--- src/rtl/seg7_scan_mux_if.sv ---
// -----------------------------------------------------------------------------
// seg7_scan_mux_if
//   Bundles the datapath-facing and pin-facing signals of seg7_scan_mux.
//   master : datapath side (drives digit data/strobes, observes pins)
//   slave  : seg7_scan_mux side
// Signals
//   digits_in  [4*NUM_DIGITS]  nibble i = code for digit i
//   dp_in      [NUM_DIGITS]    decimal point request per digit (1 = on)
//   blank_in   [NUM_DIGITS]    per-digit force-blank (1 = blank digit and dp)
//   load                       1-cycle capture strobe into the pending buffer
//   lz_en                      leading-zero suppression enable (live)
//   anode      [NUM_DIGITS]    active-low digit enables
//   segment    [7]             active-low segments, [6:0] = a..g
//   dp                         active-low decimal point
//   frame_done                 1-cycle pulse in the last cycle of digit N-1
// -----------------------------------------------------------------------------
interface seg7_scan_mux_if #(
   parameter int NUM_DIGITS = 4
);
   logic [4*NUM_DIGITS-1:0] digits_in;
   logic [NUM_DIGITS-1:0]   dp_in;
   logic [NUM_DIGITS-1:0]   blank_in;
   logic                    load;
   logic                    lz_en;
   logic [NUM_DIGITS-1:0]   anode;
   logic [6:0]              segment;
   logic                    dp;
   logic                    frame_done;

   modport master (
      output digits_in, dp_in, blank_in, load, lz_en,
      input  anode, segment, dp, frame_done
   );

   modport slave (
      input  digits_in, dp_in, blank_in, load, lz_en,
      output anode, segment, dp, frame_done
   );
endinterface

--- src/rtl/seg7_scan_mux.sv ---
// -----------------------------------------------------------------------------
// seg7_scan_mux
//   Time-multiplexed driver for an N-digit common-anode seven-segment display.
//   Digits are scanned round-robin, one slot of REFRESH_DIV clocks each; the
//   first BLANK_CYC clocks of every slot keep all anodes off (anti-ghosting).
//   Digit data is double-buffered: loads land in a pending buffer that is
//   committed to the display registers only at the end of a frame, so a frame
//   never mixes old and new values. Hex/decimal decode, decimal points,
//   per-digit blanking and leading-zero suppression are applied on the way out.
// Ports
//   clk    : system clock
//   rst_n  : asynchronous active-low reset
//   bus    : seg7_scan_mux_if.slave (digit data, strobes, display pins)
// -----------------------------------------------------------------------------
module seg7_scan_mux #(
   parameter int NUM_DIGITS  = 4,
   parameter int REFRESH_DIV = 100000,
   parameter int BLANK_CYC   = 1000,
   parameter int HEX_EN      = 1
) (
   input  logic           clk,
   input  logic           rst_n,
   seg7_scan_mux_if.slave bus
);

   localparam int CNT_W = (REFRESH_DIV > 1) ? $clog2(REFRESH_DIV) : 1;
   localparam int IDX_W = (NUM_DIGITS > 1) ? $clog2(NUM_DIGITS) : 1;
   localparam int DW    = 4 * NUM_DIGITS;

   localparam logic [CNT_W-1:0] SLOT_LAST = CNT_W'(REFRESH_DIV - 1);
   localparam logic [IDX_W-1:0] DIG_LAST  = IDX_W'(NUM_DIGITS - 1);

   // ---------------------------------------------------------------------------
   // Scan counters
   // ---------------------------------------------------------------------------
   logic [CNT_W-1:0] slot_cnt;
   logic [CNT_W-1:0] slot_nxt;
   logic [IDX_W-1:0] dig_idx;
   logic [IDX_W-1:0] dig_nxt;
   logic             slot_end;
   logic             last_dig;
   logic             frame_end;
   logic             frame_done_q;

   assign slot_end  = (slot_cnt == SLOT_LAST);
   assign last_dig  = (dig_idx == DIG_LAST);
   assign frame_end = slot_end & last_dig;

   always_comb begin
      slot_nxt = slot_cnt + 1'b1;
      dig_nxt  = dig_idx;
      if (slot_end) begin
         slot_nxt = '0;
         dig_nxt  = last_dig ? '0 : dig_idx + 1'b1;
      end
   end

   // frame_done is registered but computed from the next counter state, so it
   // is high exactly during the cycle in which slot_cnt/dig_idx are at the
   // frame terminal count (the same cycle the buffer commit happens).
   always_ff @(posedge clk or negedge rst_n) begin
      if (!rst_n) begin
         slot_cnt     <= '0;
         dig_idx      <= '0;
         frame_done_q <= 1'b0;
      end else begin
         slot_cnt     <= slot_nxt;
         dig_idx      <= dig_nxt;
         frame_done_q <= (slot_nxt == SLOT_LAST) && (dig_nxt == DIG_LAST);
      end
   end

   // ---------------------------------------------------------------------------
   // Double buffer
   // ---------------------------------------------------------------------------
   logic [DW-1:0]         pend_digits;
   logic [NUM_DIGITS-1:0] pend_dp;
   logic [NUM_DIGITS-1:0] pend_blank;
   logic                  pend_valid;
   logic [DW-1:0]         disp_digits;
   logic [NUM_DIGITS-1:0] disp_dp;
   logic [NUM_DIGITS-1:0] disp_blank;

   // A load coinciding with the frame end goes straight to the display and
   // supersedes whatever was pending; the pending buffer is drained either way.
   always_ff @(posedge clk or negedge rst_n) begin
      if (!rst_n) begin
         pend_digits <= '0;
         pend_dp     <= '0;
         pend_blank  <= '0;
         pend_valid  <= 1'b0;
         disp_digits <= '0;
         disp_dp     <= '0;
         disp_blank  <= '1;
      end else if (frame_end) begin
         if (bus.load) begin
            disp_digits <= bus.digits_in;
            disp_dp     <= bus.dp_in;
            disp_blank  <= bus.blank_in;
         end else if (pend_valid) begin
            disp_digits <= pend_digits;
            disp_dp     <= pend_dp;
            disp_blank  <= pend_blank;
         end
         pend_valid <= 1'b0;
      end else if (bus.load) begin
         pend_digits <= bus.digits_in;
         pend_dp     <= bus.dp_in;
         pend_blank  <= bus.blank_in;
         pend_valid  <= 1'b1;
      end
   end

   // ---------------------------------------------------------------------------
   // Decode
   // ---------------------------------------------------------------------------
   function automatic logic [6:0] glyph(input logic [3:0] code);
      logic [6:0] g;
      g = '1;
      case (code)
         4'h0: g = 7'b0000001;
         4'h1: g = 7'b1001111;
         4'h2: g = 7'b0010010;
         4'h3: g = 7'b0000110;
         4'h4: g = 7'b1001100;
         4'h5: g = 7'b0100100;
         4'h6: g = 7'b0100000;
         4'h7: g = 7'b0001111;
         4'h8: g = 7'b0000000;
         4'h9: g = 7'b0000100;
         4'hA: g = (HEX_EN != 0) ? 7'b0001000 : 7'b1111110;
         4'hB: g = (HEX_EN != 0) ? 7'b1100000 : 7'b1111110;
         4'hC: g = (HEX_EN != 0) ? 7'b0110001 : 7'b1111110;
         4'hD: g = (HEX_EN != 0) ? 7'b1000010 : 7'b1111110;
         4'hE: g = (HEX_EN != 0) ? 7'b0110000 : 7'b1111110;
         4'hF: g = (HEX_EN != 0) ? 7'b0111000 : 7'b1111111;
      endcase
      return g;
   endfunction

   // zero_run[i] = digit i and every more-significant digit hold code 0.
   // Built from the top down with a running flag.
   logic [NUM_DIGITS-1:0] zero_run;
   logic                  run;

   always_comb begin
      zero_run = '0;
      run      = 1'b1;
      for (int unsigned k = 0; k < NUM_DIGITS; k++) begin
         run = run & (disp_digits[4*(NUM_DIGITS-1-k) +: 4] == 4'd0);
         zero_run[NUM_DIGITS-1-k] = run;
      end
   end

   logic [3:0] cur_code;
   logic       cur_dark;
   logic       in_gap;

   assign cur_code = disp_digits[{dig_idx, 2'b00} +: 4];
   // Digit 0 is never zero-suppressed so a value of 0 still shows one '0'.
   assign cur_dark = disp_blank[dig_idx]
                   | (bus.lz_en & zero_run[dig_idx] & (dig_idx != '0));

   generate
      if (BLANK_CYC > 0) begin : g_gap
         assign in_gap = (slot_cnt < CNT_W'(BLANK_CYC));
      end else begin : g_no_gap
         assign in_gap = 1'b0;
      end
   endgenerate

   // ---------------------------------------------------------------------------
   // Registered pin outputs (one cycle behind the counters)
   // ---------------------------------------------------------------------------
   logic [NUM_DIGITS-1:0] anode_nxt;
   logic [6:0]            seg_nxt;
   logic                  dp_nxt;
   logic [NUM_DIGITS-1:0] anode_q;
   logic [6:0]            seg_q;
   logic                  dp_q;

   // Segment and dp lines carry the current digit even during the gap, so
   // they have settled before its anode switches on.
   always_comb begin
      anode_nxt = '1;
      if (!in_gap) begin
         anode_nxt[dig_idx] = 1'b0;
      end
      seg_nxt = cur_dark ? 7'b1111111 : glyph(cur_code);
      // A zero-suppressed digit keeps its dp; only a forced blank hides it.
      dp_nxt  = disp_blank[dig_idx] ? 1'b1 : ~disp_dp[dig_idx];
   end

   always_ff @(posedge clk or negedge rst_n) begin
      if (!rst_n) begin
         anode_q <= '1;
         seg_q   <= '1;
         dp_q    <= 1'b1;
      end else begin
         anode_q <= anode_nxt;
         seg_q   <= seg_nxt;
         dp_q    <= dp_nxt;
      end
   end

   assign bus.anode      = anode_q;
   assign bus.segment    = seg_q;
   assign bus.dp         = dp_q;
   assign bus.frame_done = frame_done_q;

endmodule
--- src/flat_wrapper.sv ---
// flat-port wrapper written by rule: the top's interface ports become plain ports
module seg7_scan_mux_flat 
#(
   parameter int NUM_DIGITS  = 4,
   parameter int REFRESH_DIV = 100000,
   parameter int BLANK_CYC   = 1000,
   parameter int HEX_EN      = 1
)
  (clk, rst_n, bus_digits_in, bus_dp_in, bus_blank_in, bus_load, bus_lz_en, bus_anode, bus_segment, bus_dp, bus_frame_done);
  seg7_scan_mux_if #(.NUM_DIGITS(NUM_DIGITS)) bus_i ();
  input  logic clk;
  input  logic rst_n;
  input wire logic [$bits(bus_i.digits_in)-1:0] bus_digits_in;
  input wire logic [$bits(bus_i.dp_in)-1:0] bus_dp_in;
  input wire logic [$bits(bus_i.blank_in)-1:0] bus_blank_in;
  input wire logic [$bits(bus_i.load)-1:0] bus_load;
  input wire logic [$bits(bus_i.lz_en)-1:0] bus_lz_en;
  output wire logic [$bits(bus_i.anode)-1:0] bus_anode;
  output wire logic [$bits(bus_i.segment)-1:0] bus_segment;
  output wire logic [$bits(bus_i.dp)-1:0] bus_dp;
  output wire logic [$bits(bus_i.frame_done)-1:0] bus_frame_done;
  assign bus_i.digits_in = bus_digits_in;
  assign bus_i.dp_in = bus_dp_in;
  assign bus_i.blank_in = bus_blank_in;
  assign bus_i.load = bus_load;
  assign bus_i.lz_en = bus_lz_en;
  assign bus_anode = bus_i.anode;
  assign bus_segment = bus_i.segment;
  assign bus_dp = bus_i.dp;
  assign bus_frame_done = bus_i.frame_done;
  seg7_scan_mux #(.NUM_DIGITS(NUM_DIGITS), .REFRESH_DIV(REFRESH_DIV), .BLANK_CYC(BLANK_CYC), .HEX_EN(HEX_EN)) u_core (.clk(clk), .rst_n(rst_n), .bus(bus_i));
endmodule
--- config.mk ---
export PLATFORM = sky130hd
export DESIGN_NAME = seg7_scan_mux_flat
export DESIGN_NICKNAME = d
export VERILOG_FILES = /design/src/rtl/seg7_scan_mux_if.sv /design/src/rtl/seg7_scan_mux.sv /design/src/flat_wrapper.sv
export SDC_FILE = /design/constraint.sdc
export NUM_CORES = 1
export LEC_CHECK = 0
export ABC_AREA = 1
export CORE_MARGIN = 5
export CORE_UTILIZATION = 34
export CTS_CLUSTER_DIAMETER = 150
export CTS_CLUSTER_SIZE = 25
export DETAILED_ROUTE_END_ITERATION = 7
export PLACE_DENSITY_LB_ADDON = 0.3
export SYNTH_ARGS = -nofsm -noshare
export SYNTH_HDL_FRONTEND = slang
export SYNTH_SLANG_ARGS = --single-unit
--- constraint.sdc ---
create_clock -name clk -period 2.3 [get_ports clk]
set_clock_uncertainty 0.05 [all_clocks]
set_input_delay 0.46 -clock clk [delete_from_list [all_inputs] [get_ports clk]]
set_output_delay 0.46 -clock clk [all_outputs]
set_load 0.005 [all_outputs]
==> metrics.yaml <==
global_routing:
  grt_use_met2: 0.1976
  antenna_found_initial: 0
  grt_overflow: 0
  grt_pass1_wl_um: 15410
  grt_pass1_vias: 3241
  grtUsageTotal: 0.1314
  met3_usage: 0.04336
  grt_start_max_net_pins: 40
  grt-busiest-layer: "met2"
  met1_usage: 0.1836
placed_design:
  dp.final_hpwl_um: 6589
  gp_congestion: 0.8464
  io_buffers: 40
  dp.cells: 716
worst_hold_path:
  hold_start: "u_core.disp_blank[3]"
  hp-class: "reg -> reg"
  hold_depth: 2
  hold_end: "u_core.disp_blank[3]"
critical_path:
  crit_family: "simple AND/OR/NAND/NOR gates"
  cp_max_fo: 25
  crit_buf_inv: 3
  crit_type: "reg -> reg"
  end_kind: "flop"
  max_stage_delay_ps: 380
  path_cells: "ha_1 -> nand2_1 -> inv_2 -> nand2_2 -> nor2_4 -> nand2_4 -> inv_4 -> nand2_2 -> nand2_4 -> buf_4 -> nand2_1 -> o21ai_1"
  worstPathArrival_ps: 2250
  reg2reg_depth: 12
  r2r_setup_slack_ps: 260
  rr_startpoint: "u_core.slot_cnt[0]"
  r2r_end: "u_core.pend_digits[3]"
  slowest_stage: "dfrtp_1"
  required_ps: 2510
  critPathLaunchType: "flop"
logic_synthesis:
  ys_types: 37
  synth_edf_count: 0
  synth_area_mm2: 0.004202
  synth_ff_type: "dfrtp_1"
  synth_fp_nets: 555
  yosysTopAreaCell: "dfrtp_1"
  synth_top_area_share: 0.3871
  ys_top_cells_by_area: "dfrtp_1 39%, nand2_1 13%, dfstp_2 10%"
  ys.warnings.count: 0
  seq_area_frac_synth: 0.4872
  async_flop_share: 1.000
  syn_inst: 516
  yosys-top-cells-count: "142 x nand2_1, 65 x dfrtp_1, 59 x inv_1"
  ys_ff_latch: 81
  synth.most_common_cell: "nand2_1"
  avgSynthCellArea_um2: 8.143
floorplan:
  die_y_um: 121.2
  core_area_mm2: 0.01206
  placementRows: 40
  fp.dieW_um: 121.2
  die_area_mm2: 0.01468
  initial_core_util: 0.3483
  io_pins: 41
timing:
  tightest_slew_ps: 322.9
  setup-tns-final_ps: 0
  hold_viol: 0
  fmax_mhz: 490.2
  rsz0062_at_grt: "no"
  timing.final.crit_share: 0.8869
  slew-limit-headroom: 0.7847
  period_needed_ps: 2040
  drv_slew: 0
  hold_ws_ps: 425.9
  finalSetupViolCount: 0
routing:
  antenna_left: 0
  drt_first_pass_iters: 5
  vias: 3389
  route.detailed.drc: 0
  avgViaCountPerCell: 4.623
  drt_iter0_markers: 202
  wl_per_cell_um: 12.27
  drt_wl_total_um: 8994
cells_and_area:
  nFillCells: 1195
  utilization: 0.4262
  diodes: 0
  syn_to_final_growth_pct: 22.36
  drive_gt1_frac: 0.1168
  nNetsFinal: 599
  fin_cells: 733
clock_network:
  cts_hold_buf: 1
  htree_num_levels: 3
  postCtsSetupBuffers: 0
  path_clk_slew_ps: 60
  cts_root_buffer: "clkbuf_16"
  insertion_delay_ps: 340
  cts_tree: "yes"
  cts_sinks: 81
  cts_buffers: 9
  clk_path_buf_depth: 2
  post_cts_resized: 0
pwr:
  fin_total_pwr_w: 0.003290
  pwr_density_cell_mw_per_mm2: 640.0
  vdd_drop_max_mv: 0.3663
  p_leak_nw: 2.477
flow_run:
  drv_cap: 0
outcome:
  outcome: "completed"
[placed cells by master, fill, tap and decap left out, drive strengths merged, types with 2 or more instances in the layout]
cell type,instances
nor2,46
clkbuf,11
clkinv,2
nand4,6
buf,11
a21oi,7
nand2,148
mux2,8
dfrtp,65
o21ai,67
inv,66
nor4,2
mux2i,8
nor3,3
o211ai,2
nand3b,2
dfstp,16
or2,4
clkinvlp,2
nand3,29
ha,11
bufinv,3
clkdlybuf4s50,39
[stage by stage]
stage               area, um2  worst slack, ps
finish                   5141            260.2
floorplan                4202            425.3
CTS                      5141            228.2
global placement         4793            281.9
global route             5141            63.23
detailed placement       4793            251.9
[how the worst max path moves through the flow]
stage	startpoint	endpoint	slack, ps	depth (start not counted)
2_1_floorplan	u_core.dig_idx[0]	u_core.bus.segment[0]	430	12
6_report	u_core.slot_cnt[0]	u_core.pend_digits[3]	260	12
5_1_grt	u_core.slot_cnt[0]	u_core.pend_digits[7]	60	12
4_1_cts	u_core.slot_cnt[0]	u_core.pend_digits[3]	230	12
3_5_place_dp	bus_load	u_core.disp_dp[2]	250	5
3_3_place_gp	bus_load	u_core.disp_dp[1]	280	5
[tightest hold or removal path, cell delays in order, from the launching register on]
cell and delay, ps:
dfstp_2 370, nand2_1 50, o21ai_1 50
[power by group]
part | leakage, nW | switching [W] | internal [W]
Combinational | 1.31 | 0.0000964 | 0.0000864
Sequential | 1.01 | 0.0000183 | 0.00147
Clock | 0.156 | 0.000563 | 0.00106
Total | 2.48 | 0.000677 | 0.00261
[registers in the layout, summed over array words and instances (netlist names)]
signal                 flops
u_core.bus.anode           4
u_core.bus.dp              1
u_core.bus.frame_done      1
u_core.bus.segment         7
u_core.dig_idx             2
u_core.disp_blank          4
u_core.disp_digits        16
u_core.disp_dp             4
u_core.pend_blank          4
u_core.pend_digits        16
u_core.pend_dp             4
u_core.pend_valid          1
u_core.slot_cnt           17
[cell type report]
type                    instances  area [um2]  area share
inverters                      68       257.7     0.05013
flip-flops and latches         81        2047      0.3981
clock inverters                 5       105.1     0.02044
multi-input cells             349        1780      0.3463
well taps                     168       210.2     0.04089
repair buffers                 51       508.0     0.09881
clock buffers                  11       232.7     0.04527
[logic make-up (layout without fill, tap and decap cells)]
| family | count (synthesis) | after routing | synth area share |
|---|---|---|---|
| muxes | 16 | 16 | 0.04050 |
| xor gates and xnor gates | 1 | 1 | 0.002085 |
| AOI/OAI and AO/OA | 81 | 81 | 0.1042 |
| buffers and inverters | 86 | 135 | 0.08904 |
| adders and majority gates | 11 | 11 | 0.03276 |
| and+or+nand+nor | 240 | 240 | 0.2442 |
| DFF | 81 | 81 | 0.4872 |
[routing by layer]
metal,vias to the layer above,routed length [um]
li1,1731,-
met1,1557,4423
met2,94,3971
met3,7,525
met4,0,74
met5,-,0
(Power assumes the default switching activity.)
